`src/rtl/addsub_pkg.sv`:
```
// Package: addsub_pkg
// Purpose : Shared operation encodings and decode helpers for the pipelined
//           adder/subtractor (addsub_pipe) and its carry-lookahead slices.
// Contents:
//   OP_ADD / OP_ADC / OP_SUB / OP_SBB  2-bit operation codes
//   is_sub(op)   1 when operand B must be inverted (SUB, SBB)
//   uses_cin(op) 1 when the external carry-in feeds bit 0 (ADC, SBB)
package addsub_pkg;

    localparam logic [1:0] OP_ADD = 2'b00;  // a + b
    localparam logic [1:0] OP_ADC = 2'b01;  // a + b + cin
    localparam logic [1:0] OP_SUB = 2'b10;  // a + ~b + 1
    localparam logic [1:0] OP_SBB = 2'b11;  // a + ~b + cin

    function automatic logic is_sub(input logic [1:0] op);
        return (op == OP_SUB) || (op == OP_SBB);
    endfunction

    function automatic logic uses_cin(input logic [1:0] op);
        return (op == OP_ADC) || (op == OP_SBB);
    endfunction

endpackage

```
`src/rtl/addsub_pipe_cla_slice.sv`:
```
// Module : cla_slice
// Purpose: Combinational W-bit carry-lookahead adder built from 4-bit groups.
//          Each group forms its own generate/propagate terms and the group
//          carries are chained from group to group.
// Ports  :
//   a, b   in  W  addends
//   ci     in  1  carry into bit 0
//   s      out W  sum
//   co     out 1  carry out of bit W-1
//   c_msb  out 1  carry into bit W-1 (used for signed overflow)
module cla_slice #(
    parameter int W = 8
) (
    input  logic [W-1:0] a,
    input  logic [W-1:0] b,
    input  logic         ci,
    output logic [W-1:0] s,
    output logic         co,
    output logic         c_msb
);

    localparam int NG = W / 4;

    logic [W-1:0] p;
    logic [W-1:0] g;
    logic [W:0]   c;
    logic [NG:0]  gc;   // carry into each 4-bit group

    assign p     = a ^ b;
    assign g     = a & b;
    assign gc[0] = ci;

    generate
        for (genvar gi = 0; gi < NG; gi++) begin : g_group
            logic [3:0] gp;
            logic [3:0] gg;
            logic       grp_p;
            logic       grp_g;

            assign gp = p[gi*4 +: 4];
            assign gg = g[gi*4 +: 4];

            // Group terms let the next group's carry skip this group's
            // internal chain.
            assign grp_p = &gp;
            assign grp_g = gg[3]
                         | (gp[3] & gg[2])
                         | (gp[3] & gp[2] & gg[1])
                         | (gp[3] & gp[2] & gp[1] & gg[0]);
            assign gc[gi+1] = grp_g | (grp_p & gc[gi]);

            // Bit carries inside the group, all expanded from the group carry-in.
            assign c[gi*4]   = gc[gi];
            assign c[gi*4+1] = gg[0] | (gp[0] & gc[gi]);
            assign c[gi*4+2] = gg[1] | (gp[1] & gg[0]) | (gp[1] & gp[0] & gc[gi]);
            assign c[gi*4+3] = gg[2] | (gp[2] & gg[1]) | (gp[2] & gp[1] & gg[0])
                             | (gp[2] & gp[1] & gp[0] & gc[gi]);
        end
    endgenerate

    assign c[W]  = gc[NG];
    assign s     = p ^ c[W-1:0];
    assign co    = c[W];
    assign c_msb = c[W-1];

endmodule

```
`src/rtl/addsub_pipe.sv`:
```
// Module : addsub_pipe
// Purpose: Pipelined N-bit adder/subtractor (ADD/ADC/SUB/SBB) with ALU flags.
//          The carry chain is cut into STAGES segments of N/STAGES bits; stage k
//          adds segment k with the carry registered by stage k-1. Upper operand
//          segments travel down the pipe until their stage. A single global
//          advance moves every stage (bubbles included) or freezes them all.
// Ports  :
//   clk, rst_n           clock (rising edge), synchronous active-low reset
//   in_valid / in_ready  operand handshake (op, a, b, cin)
//   out_valid/ out_ready result handshake (s, co, v, z, neg)
//   co   carry out of bit N-1 (subtract: 1 = no borrow)
//   v    signed overflow,  z  s == 0,  neg  s[N-1]
module addsub_pipe
    import addsub_pkg::*;
#(
    parameter int N      = 16,
    parameter int STAGES = 2
) (
    input  logic         clk,
    input  logic         rst_n,
    input  logic         in_valid,
    output logic         in_ready,
    input  logic [1:0]   op,
    input  logic [N-1:0] a,
    input  logic [N-1:0] b,
    input  logic         cin,
    output logic         out_valid,
    input  logic         out_ready,
    output logic [N-1:0] s,
    output logic         co,
    output logic         v,
    output logic         z,
    output logic         neg
);

    localparam int SEG = N / STAGES;

    // Index k of the *_p arrays is what stage k consumes; index k+1 is what
    // stage k has registered. Index 0 is the decoded input beat.
    logic [N-1:0] a_p     [STAGES];
    logic [N-1:0] bp_p    [STAGES];
    logic [N-1:0] sum_p   [STAGES+1];
    logic         carry_p [STAGES+1];
    logic         valid_p [STAGES+1];
    logic         cmsb_w  [STAGES];

    logic adv;

    // The last stage's register is the output register, so the whole pipe may
    // move whenever that register is empty or being drained.
    assign adv      = !out_valid || out_ready;
    assign in_ready = adv;

    assign a_p[0]     = a;
    assign bp_p[0]    = is_sub(op) ? ~b : b;
    assign sum_p[0]   = '0;
    assign carry_p[0] = uses_cin(op) ? cin : is_sub(op);
    assign valid_p[0] = in_valid;

    generate
        for (genvar gi = 0; gi < STAGES; gi++) begin : g_stage
            logic [SEG-1:0] seg_s;
            logic           seg_co;
            logic [N-1:0]   sum_next;
            logic           valid_reg;
            logic           carry_reg;
            logic [N-1:0]   sum_reg;

            cla_slice #(.W(SEG)) u_slice (
                .a     (a_p[gi][gi*SEG +: SEG]),
                .b     (bp_p[gi][gi*SEG +: SEG]),
                .ci    (carry_p[gi]),
                .s     (seg_s),
                .co    (seg_co),
                .c_msb (cmsb_w[gi])
            );

            // Lower segments come finished from earlier stages; insert ours.
            always_comb begin
                sum_next                  = sum_p[gi];
                sum_next[gi*SEG +: SEG]   = seg_s;
            end

            always_ff @(posedge clk) begin
                if (!rst_n) begin
                    valid_reg <= 1'b0;
                    carry_reg <= 1'b0;
                    sum_reg   <= '0;
                end else if (adv) begin
                    valid_reg <= valid_p[gi];
                    carry_reg <= seg_co;
                    sum_reg   <= sum_next;
                end
            end

            assign valid_p[gi+1] = valid_reg;
            assign carry_p[gi+1] = carry_reg;
            assign sum_p[gi+1]   = sum_reg;

            if (gi < STAGES - 1) begin : g_fwd
                // Operands for the segments still to be added.
                logic [N-1:0] a_reg;
                logic [N-1:0] bp_reg;

                always_ff @(posedge clk) begin
                    if (!rst_n) begin
                        a_reg  <= '0;
                        bp_reg <= '0;
                    end else if (adv) begin
                        a_reg  <= a_p[gi];
                        bp_reg <= bp_p[gi];
                    end
                end

                assign a_p[gi+1]  = a_reg;
                assign bp_p[gi+1] = bp_reg;
            end else begin : g_flags
                logic v_reg;
                logic z_reg;
                logic neg_reg;

                always_ff @(posedge clk) begin
                    if (!rst_n) begin
                        v_reg   <= 1'b0;
                        z_reg   <= 1'b0;
                        neg_reg <= 1'b0;
                    end else if (adv) begin
                        v_reg   <= seg_co ^ cmsb_w[gi];
                        z_reg   <= (sum_next == '0);
                        neg_reg <= sum_next[N-1];
                    end
                end

                assign v   = v_reg;
                assign z   = z_reg;
                assign neg = neg_reg;
            end
        end
    endgenerate

    assign out_valid = valid_p[STAGES];
    assign s         = sum_p[STAGES];
    assign co        = carry_p[STAGES];

endmodule

```
`config.mk`:
```
export PLATFORM = sky130hd
export DESIGN_NAME = addsub_pipe
export DESIGN_NICKNAME = d
export VERILOG_FILES = /design/src/rtl/addsub_pkg.sv /design/src/rtl/addsub_pipe_cla_slice.sv /design/src/rtl/addsub_pipe.sv
export SDC_FILE = /design/constraint.sdc
export NUM_CORES = 1
export LEC_CHECK = 0
export BUFFER_PORTS_ARGS = -buffer_cell sky130_fd_sc_hd__buf_2
export CORE_MARGIN = 2
export CORE_UTILIZATION = 50
export DETAILED_ROUTE_END_ITERATION = 16
export GPL_ROUTABILITY_DRIVEN = 0
export PLACE_DENSITY = 0.88
export SETUP_SLACK_MARGIN = 0.5
export SYNTH_ARGS = -nofsm -noshare
export SYNTH_HDL_FRONTEND = slang
export SYNTH_SLANG_ARGS = --single-unit
export TNS_END_PERCENT = 10
```
`constraint.sdc`:
```
create_clock -name clk -period 3 [get_ports clk]
set_input_delay 0.15 -clock clk [delete_from_list [all_inputs] [get_ports clk]]
set_output_delay 0.15 -clock clk [all_outputs]
set_load 0.1 [all_outputs]
```
Word level (Yosys, flattened, before mapping)
Cells that the tools add are included.
{"block": "totals", "input_bits": 39, "reg_bits": 63, "wordCells": 133}
{"block": "op_classes", "bitwise": 108, "eq_ne": 3, "n_mux": 2, "reduce_logical": 9}
{"operator": "AND 1 bit", "count": 60}
{"operator": "OR 1 bit", "count": 40}
{"operator": "bitwise XOR 8 bit", "count": 4}
{"operator": "AND 8 bit", "count": 2}
{"operator": "logical NOT 16 bit", "count": 1}
{"operator": "2-to-1 mux 16 bit", "count": 1}
{"operator": "NOT 16 bit", "count": 1}
{"operator": "AND reduction 4 bit", "count": 4}
{"operator": "== test 2 bit (second input constant)", "count": 2}
{"operator": "logical OR 1 bit", "count": 3}
{"operator": "== test 2 x 1 -> 1 bit (second input constant)", "count": 1}
{"operator": "logical NOT 1 bit", "count": 1}
{"operator": "2-to-1 mux 1 bit", "count": 1}
{"operator": "bitwise XOR 1 bit", "count": 1}

Longest topological paths before layout
Gate-level depths: netlist of run 1.
{"block": "depth", "depth_word": 12, "ltp_mapped": 13, "depth_no_buf": 11}

By module
From an unflattened synthesis of run 1, not the netlist that was laid out.
{"block": "hier_totals", "hier_cells": 291, "area_unflattened_um2": 2815.2}
{"module": "addsub_pipe", "instances": 1, "cells_each": 216, "seq_area_each_um2": 920.9, "area_per_inst_um2": 2160.8}
{"module": "cla_slice at g_stage[0].u_slice", "instances": 1, "cells_each": 40, "seq_area_each_um2": 0.0, "area_per_inst_um2": 340.3}
{"module": "cla_slice at g_stage[1].u_slice", "instances": 1, "cells_each": 35, "seq_area_each_um2": 0.0, "area_per_inst_um2": 314.1}

Worst setup path after synthesis of run 1
No wires, ideal clock.
{"block": "synth_timing", "path_kind": "register -> register", "from": "reg g_stage[1].valid_reg, in the netlist out_valid", "to": "reg g_stage[0].g_fwd.bp_reg[10]", "path_slack_ns": 0.170, "path_stages_with_launch": 7, "t_arrival_ns": 2.639, "required_ns": 2.809, "setup_ns": 0.191, "path_buffers": 3, "period_less_slack_ns": 2.830, "path_cell_list": "dfxtp_1 nor2b_1 clkbuf_1 inv_1 clkbuf_1 clkbuf_1 a211oi_1"}
{"block": "synth_between", "elab_chain_cells": 2}
{"item": "start: declaration", "line_no": "addsub_pipe.sv:65", "rtl": "logic valid_reg;"}
{"item": "start signal: assignment", "line_no": "addsub_pipe.sv:90", "rtl": "valid_reg <= valid_p[gi];"}
{"item": "logical NOT 1 bit", "line_no": "addsub_pipe.sv:51", "rtl": "assign adv = !out_valid || out_ready;"}
{"item": "logical OR 1 bit", "line_no": "addsub_pipe.sv:51"}
{"item": "net in_ready", "line_no": "addsub_pipe.sv:22", "rtl": "output logic in_ready,"}
{"item": "end signal: assignment", "line_no": "addsub_pipe.sv:111", "rtl": "bp_reg <= bp_p[gi];"}
{"item": "end: declaration", "line_no": "addsub_pipe.sv:103", "rtl": "logic [N-1:0] bp_reg;"}
The timed path passes the listed nets, and every way through them passes these cells.
A chain may end at the register's enable or synchronous reset.

Final worst setup path of run 1
{"block": "layout_timing", "from": "reg g_stage[0].g_fwd.bp_reg[8]", "to": "reg g_stage[1].g_flags.z_reg, in the netlist z"}
{"item": "bitwise XOR 8 bit / AND 8 bit (equally long branches)", "line_no": "addsub_pipe_cla_slice.sv:29, addsub_pipe_cla_slice.sv:30"}
{"item": "AND reduction 4 bit / AND 1 bit (equally long branches)", "line_no": "addsub_pipe_cla_slice.sv:45, addsub_pipe_cla_slice.sv:49"}
{"item": "AND 1 bit / OR 1 bit (equally long branches)", "line_no": "addsub_pipe_cla_slice.sv:50, addsub_pipe_cla_slice.sv:49"}
{"item": "OR 1 bit *", "line_no": "addsub_pipe_cla_slice.sv:50", "rtl": "assign gc[gi+1] = grp_g | (grp_p & gc[gi]);"}
{"item": "bitwise XOR 8 bit *", "line_no": "addsub_pipe_cla_slice.sv:62", "rtl": "assign s = p ^ c[W-1:0];"}
{"item": "net g_stage[1].seg_s[4]", "line_no": "addsub_pipe.sv:62", "rtl": "logic [SEG-1:0] seg_s;"}
{"item": "logical NOT 16 bit *", "line_no": "addsub_pipe.sv:129", "rtl": "z_reg <= (sum_next == '0);"}
{"item": "end signal: assignment", "line_no": "addsub_pipe.sv:129"}
{"item": "end: declaration", "line_no": "addsub_pipe.sv:119", "rtl": "logic z_reg;"}
Mark *: on every way through the listed nets, which the timed path passes. The rest lies on a longest branch.

==> impl_summary.log, run 1 <==
[metrics] outcome: completed
[metrics] worst hold path class: in -> reg
[metrics] root buffer cell: clkbuf_8
[metrics] most common cell after layout, fill and taps aside: buf_2
[metrics] critical path endpoint category: flip-flop
[metrics] reg2reg setup slack: 600 ps
[metrics] Yosys Warn Count: 0
[metrics] final wirelength: 5.44 mm
[metrics] NumNets Final: 403
[metrics] drt drc: 0
[metrics] WP data arrival: 2630 ps
[metrics] fin crit period: 2400 ps
[metrics] net count of the mapped netlist: 349
[metrics] top fanout value on the critical path: 2
[metrics] largest net degree at the start of global routing: 39
[metrics] Std-Cell Rows: 25
[metrics] type of element launching the critical path: flip-flop
[metrics] Netlist cell types: 39
[metrics] number of detailed-routing iterations run before antenna repair: 4
[metrics] routed via count: 2162
[metrics] Placed Instances: 403
[metrics] number of filler cells placed in the layout: 400
[metrics] per-instance average area after synthesis: 8.43 µm²
[metrics] first-pass GRT wire length: 8.95 mm
[metrics] number of antenna-violating nets in the routed design: 0
[metrics] largest cells by area after synthesis: dfxtp_1 (38%), ha_1 (8.2%), nand2_1 (7.8%)
[metrics] Top-Level Pins: 61
[metrics] Clock H-tree levels: 2
[metrics] worst skew pair latency: 300 ps
[metrics] worst max-slew margin expressed relative to the limit: 25.0%
[metrics] cell type with the highest aggregate area in the netlist: dfxtp_1
[metrics] Via density: 5.25
[metrics] number of setup violations in the final report: 0
[metrics] commonest cells after routing, fill and taps aside: buf_2 (60), nand2_1 (51), dfxtp_1 (42)
[metrics] largest vdd supply drop: 0.239 mV
[metrics] Layout Skew: 6.20 ps
[metrics] total count of hold-check failures in the final report: 0
[metrics] I/O Buffers: 60
[metrics] final clock period utilization by the worst path: 80.0%
[metrics] Setup Crit Path Kind: reg -> reg
[metrics] Tightest Pin Transition: 1120 ps
[metrics] total core area: 0.00472 mm²
[metrics] FMAX: 417 MHz
[metrics] Setup Total Neg Slack: 0 ps
[metrics] gate count of the mapped netlist: 290
[metrics] average wire length per cell after detail routing: 13.2 µm
[metrics] via count of the first global-routing pass: 2022
[metrics] ratio of cells with drive above 1 in the final layout: 27.5%
[metrics] number of maximum-capacitance constraint violations: 0
[metrics] Worst Hold Depth: 3
[metrics] total power density per cell area: 622 mW/mm²
[metrics] depth of the most critical reg-to-reg path: 10
[metrics] CTS tree: yes
[metrics] hold path startpoint: in_valid
[metrics] post-synth design cell area: 0.00244 mm²
[metrics] Die ar.: 0.00546 mm²
[metrics] flip-flop count of the largest register after layout: 16
[metrics] Seq/Total Area, Yosys: 37.7%
[metrics] number of antenna diodes: 0
[metrics] die height: 73.9 µm
[metrics] Syn-to-layout area delta: 23.2%
[metrics] leakage power: 0.00136 µW
[metrics] global route overflow: 0
[metrics] Reg-to-Reg Start: g_stage[0].g_fwd.bp_reg[8]
[metrics] top-area cell type share of the netlist area: 37.7%
[metrics] GRT Resource Usage Total: 20.9%
[metrics] starting density of the core: 51.8%
[metrics] Hold Path Sink: g_stage[0].valid_reg
[metrics] number of antenna violations at the first check in global routing: 0
[metrics] critical path required time: 3230 ps
[metrics] R2R Path End: z
[metrics] clock transition at the registers of the reported paths: 80 ps
[metrics] Yosys reg bits: 46
[metrics] number of CTS-inserted buffers: 5
[metrics] deepest clock path buffer count: 2
[metrics] Starting DRT DRC Count: 153
[metrics] post-route non-filler standard cell count: 412
[metrics] Chip Width: 73.9 µm
[metrics] setup repair after global routing missed its margin: no
[metrics] max-slew violation count: 0
[metrics] Clock Sinks: 46
[metrics] DP HPWL: 3.98 mm
-- through the flow --
| step | cell area, µm² | hold slack [ps] | power [µW] | setup slack [ps] | util [%] |
|---|---|---|---|---|---|
| floorplan | 2450 | 290 | 1190 | 500 | - |
| global placement | 2780 | 397 | 1290 | 456 | 58.9 |
| detailed placement | 2780 | 399 | 1310 | 362 | 58.9 |
| CTS | 2940 | 81.3 | 1860 | 502 | 62.3 |
| global route | 3010 | 91.6 | 1970 | 482 | 63.8 |
| finish | 3010 | 85.8 | 1880 | 600 | 63.8 |
-- cell type report --
| class | instances | area [µm²] | share of cell area (%) |
|---|---|---|---|
| multi-input cells | 216 | 1490 | 49.5 |
| inverters | 10 | 37.5 | 1.25 |
| flip-flops and latches | 46 | 926 | 30.7 |
| well taps | 67 | 83.8 | 2.78 |
| clock inverters | 3 | 68.8 | 2.28 |
| repair buffers | 65 | 338 | 11.2 |
| clock buffers | 5 | 68.8 | 2.28 |
-- report_power, final --
part / switching (µW) / internal, µW / total [µW]
Combinational: 413 / 194 / 607
Sequential: 48.0 / 677 / 725
Clock: 210 / 334 / 544
-- synthesized netlist by cell type --
master     n
or4_1      1
nand3_1    7
and2_4     1
xor2_1    13
buf_2      2
buf_4      1
o21a_1     4
a21oi_2    1
xnor2_1   11
nor2b_1    1
buf_1      2
nor2_1    22
a21o_1     2
and2_1     2
clkbuf_1  12
ha_1      16
a311oi_1   1
a211oi_1  13
a31o_4     1
nand2_1   51
o22a_1     1
mux2i_1    2
a211o_1    3
or3_1      3
o311ai_0   2
o21ai_0    9
o211ai_1   1
a31oi_1    4
nor4_1     3
dfxtp_1   46
nand2b_1   2
or2_2      2
mux2_4     1
a21oi_1   30
nand4b_1   1
inv_1     10
fa_1       4
buf_6      1
o22ai_1    1
-- logic make-up after synthesis --
logic type | after synthesis | synth area share (%)
AOI/OAI and AO/OA | 73 | 19.0
xor gates and xnor gates | 24 | 8.60
adders and majority gates | 20 | 11.5
buffers and inverters | 28 | 4.86
DFF | 46 | 37.7
muxes | 3 | 1.43
and+or+nand+nor | 96 | 17.0
-- layer usage --
metal  track usage, %  vias to the layer above  part of all wire (%)
li1                 -                     1099                     -
met1             27.3                      988                    44
met2             35.7                       68                    49
met3             4.53                        7                   5.7
met4             4.04                        0                   1.2
met5                0                        -                     0
-- worst max-delay path, stage by stage (launching register included) --
cell and delay, ps:
dfxtp_2 340, ha_4 240, a21oi_2 160, o22ai_1 120, or2_4 250, fa_2 480
nor4_2 230, nand2_1 110, nor4_2 170, nand3_1 100, o21ai_1 130
-- worst max-delay path by stage --
stage,start,endpoint,slack (ps)
final,g_stage[0].g_fwd.bp_reg[8],z,600
after global routing,g_stage[0].g_fwd.bp_reg[8],z,480
after CTS,g_stage[0].g_fwd.a_reg[8],z,500
after detailed placement,op[1],g_stage[0].sum_reg[4],360
after global placement,op[1],g_stage[0].sum_reg[4],460
after floorplan,out_valid,g_stage[0].g_fwd.bp_reg[10],500
-- timing repair --
action,CTS,global route
hold buffers,0,0
buffers inserted,0,1
resized for setup,3,14
endpoints found under the setup margin,1,1
pin swaps,1,7
Power figures use the tool's default switching activity.
==> run 2: changes to the inputs <==
Settings changed: CORE_UTILIZATION 50 to 48.
Clock period 3 ns to 1.9 ns, I/O delays scaled along.
==> run 2 against run 1 <==
Against the previous run: the run now ends with negative setup slack left; worst setup slack worse by 1000 ps; core utilization is 6.6 points higher; clock power is 28% higher; flip-flop and latch count stayed put; combinational power is 89% higher; worst hold slack worse by 71 ps; register-to-register slack worse by 1000 ps; power is 60% higher; critical path type unchanged; largest power group unchanged.
==> impl_summary.log, run 2 (same netlist as run 1, synthesis figures left out) <==
[metrics] routed via count: 2346 (was 2162)
[metrics] die height: 75.4 µm (was 73.9 µm)
[metrics] # hold bufs at CTS: 0 (unchanged)
[metrics] critical path endpoint category: flip-flop (unchanged)
[metrics] CP max stage cell: fa_2 (unchanged)
[metrics] met3 WL post-DR: 411 µm (was 312 µm)
[metrics] reg2reg setup slack: -450 ps (was 600 ps)
[metrics] number of setup violations in the final report: 2 (was 0)
[metrics] NumNets Final: 424 (was 403)
[metrics] worst max-slew margin expressed relative to the limit: 62.5% (was 25.0%)
[metrics] number of detailed-routing iterations run before antenna repair: 5 (was 4)
[metrics] FMAX: 426 MHz (was 417 MHz)
[metrics] average wire length per cell after detail routing: 14.9 µm (was 13.2 µm)
[metrics] Layout Skew: 8.30 ps (was 6.20 ps)
[metrics] final core area utilization: 70.4% (was 63.8%)
[metrics] ordered list of cells on the worst path: ha_4 -> nand3_1 -> o22ai_2 -> or2_4 -> fa_2 -> nor4_2 -> nand2_1 -> nor4_4 -> nand3_1 -> o21ai_1 (was ha_4 -> a21oi_2 -> o22ai_1 -> or2_4 -> fa_2 -> nor4_2 -> nand2_1 -> nor4_2 -> nand3_1 -> o21ai_1)
[metrics] via count of the first global-routing pass: 2234 (was 2022)
[metrics] setup repair after global routing missed its margin: yes (was no)
[metrics] Switching Power: 1170 µW (was 671 µW)
[metrics] number of maximum-capacitance constraint violations: 0 (unchanged)
[metrics] outcome: finished with violations (was completed)
[metrics] Die ar.: 0.00568 mm² (was 0.00546 mm²)
[metrics] Clock Sinks: 46 (unchanged)
[metrics] root buffer cell: clkbuf_8 (unchanged)
[metrics] leakage power: 0.00150 µW (was 0.00136 µW)
[metrics] internal power contribution: 1820 µW (was 1200 µW)
[metrics] Tightest Pin Transition: 562 ps (was 1120 ps)
[metrics] total count of hold-check failures in the final report: 0 (unchanged)
[metrics] worst hold path class: in -> reg (unchanged)
[metrics] number of antenna-violating nets in the routed design: 0 (unchanged)
[metrics] critical path required time: 2150 ps (was 3230 ps)
[metrics] flip-flop count of the largest register after layout: 16 (unchanged)
[metrics] switching share of power: 39.0% (was 35.8%)
[metrics] most repeated library cell on the critical path: nand3_1 (was nor4_2)
[metrics] GRT Resource Usage Total: 23.5% (was 20.9%)
[metrics] largest vdd supply drop: 0.459 mV (was 0.239 mV)
[metrics] global route overflow: 0 (unchanged)
[metrics] Power Total: 2990 µW (was 1880 µW)
[metrics] number of antenna diodes: 0 (unchanged)
[metrics] fin crit period: 2350 ps (was 2400 ps)
[metrics] ratio of cells with drive above 1 in the final layout: 39.6% (was 27.5%)
[metrics] failing checks: negative setup slack
[metrics] deepest clock path buffer count: 2 (unchanged)
[metrics] clock transition at the registers of the reported paths: 90 ps (was 80 ps)
[metrics] top fanout value on the critical path: 3 (was 2)
[metrics] CTS tree: yes (unchanged)
[metrics] total core area: 0.00482 mm² (was 0.00472 mm²)
[metrics] max-slew violation count: 0 (unchanged)
[metrics] Std-Cell Rows: 25 (unchanged)
[metrics] share of power burned in combinational logic: 38.4% (was 32.4%)
[metrics] largest net degree at the start of global routing: 36 (was 39)
[metrics] Top-Level Pins: 61 (unchanged)
[metrics] worst setup slack after layout: -446 ps (was 600 ps)
[metrics] highest metal layer with signal wires: met4 (unchanged)
[metrics] most common cell after layout, fill and taps aside: buf_2 (unchanged)
[metrics] final clock period utilization by the worst path: 123% (was 80.0%)
[metrics] type of element launching the critical path: flip-flop (unchanged)
[metrics] Clk pwr share: 23.2% (was 29.0%)
[metrics] detailed-routing wirelength on met1: 2.50 mm (was 2.39 mm)
[metrics] number of CTS-inserted buffers: 5 (unchanged)
[metrics] commonest cells after routing, fill and taps aside: buf_2 (58), nand2_1 (50), dfxtp_1 (35) (was buf_2 (60), nand2_1 (51), dfxtp_1 (42))
[metrics] worst skew pair latency: 310 ps (was 300 ps)
[metrics] total power density per cell area: 883 mW/mm² (was 622 mW/mm²)
[metrics] final wirelength: 6.44 mm (was 5.44 mm)
[metrics] part of the total power dissipated in sequential elements: 38.4% (was 38.6%)
[metrics] max incr delay on CP: 450 ps (was 480 ps)
[metrics] Syn-to-layout area delta: 38.6% (was 23.2%)
[metrics] DP HPWL: 4.35 mm (was 3.98 mm)
[metrics] met2 wire length: 3.39 mm (was 2.67 mm)
[metrics] starting density of the core: 50.8% (was 51.8%)
[metrics] number of antenna violations at the first check in global routing: 0 (unchanged)
[metrics] drt drc: 0 (unchanged)
[metrics] WP data arrival: 2600 ps (was 2630 ps)
[metrics] Setup Crit Path Kind: reg -> reg (unchanged)
[metrics] Chip Width: 75.4 µm (was 73.9 µm)
[metrics] Clock H-tree levels: 2 (unchanged)
[metrics] Via density: 5.42 (was 5.25)
[metrics] first-pass GRT wire length: 10.0 mm (was 8.95 mm)
[metrics] Starting DRT DRC Count: 159 (was 153)
[metrics] I/O Buffers: 60 (unchanged)
run 2: per-stage QoR:
step | hold WS (ps) | cells | setup WS (ps) | TNS, ps | instance area (µm²)
after CTS | 13.6 | 433 | -399 | -460 | 3320
after detailed placement | 344 | 424 | -669 | -1720 | 2980
after floorplan | 235 | 290 | -422 | -1120 | 2470
after global placement | 344 | 424 | -507 | -1210 | 2980
final | 15.1 | 433 | -446 | -501 | 3390
after global routing | 24.8 | 433 | -589 | -757 | 3390
run 2: repair_timing:
| item | CTS | global route |
|---|---|---|
| buffers inserted | 1 | 0 |
| pin swaps | 43 | 28 |
| gates cloned | 0 | 0 |
| gates resized for setup | 56 | 18 |
| hold endpoints to repair | 0 | 0 |
| setup endpoints to repair | 26 | 19 |
run 2: final cells by class:
class,instances,area [µm²]
clock buffer,6,93.8
clock inverter,2,13.8
inverter,10,47.5
tap,67,83.8
fill,366,1430
sequential,46,942
multi-input combinational,216,1650
timing repair buffer,86,563
run 2: final timing paths:
| kind | start | endpoint | cells after the start |
|---|---|---|---|
| hold / removal | a[11] | g_stage[0].g_fwd.a_reg[11] | 3 |
| setup / recovery | g_stage[0].g_fwd.a_reg[10] | z | 10 |
| hold reg to reg | s[0] | s[0] | 2 |
| setup reg to reg | g_stage[0].g_fwd.a_reg[10] | z | 10 |
run 2: layer usage:
layer	vias up	GRT usage, %
met5	-	0
met4	0	7.60
met3	15	5.69
met2	85	42.1
met1	1105	27.6
li1	1141	-
run 2: worst max-delay path, delay by kind of cell (launching register included):
kind / cells / cell delay, ps
AO/OA/AOI/OAI: 2 / 320
adder cells (fa/ha/maj): 2 / 730
flip-flops: 1 / 340
AND/OR/NAND/NOR: 6 / 900
run 2: power by group through the flow:
stage | sequential [µW] | clock, µW | combinational (µW)
detailed placement | 1150 | 0 | 995
floorplan | 1460 | 0 | 433
CTS | 1140 | 697 | 1090
finish | 1150 | 694 | 1150
global placement | 1150 | 0 | 969
global route | 1160 | 750 | 1230
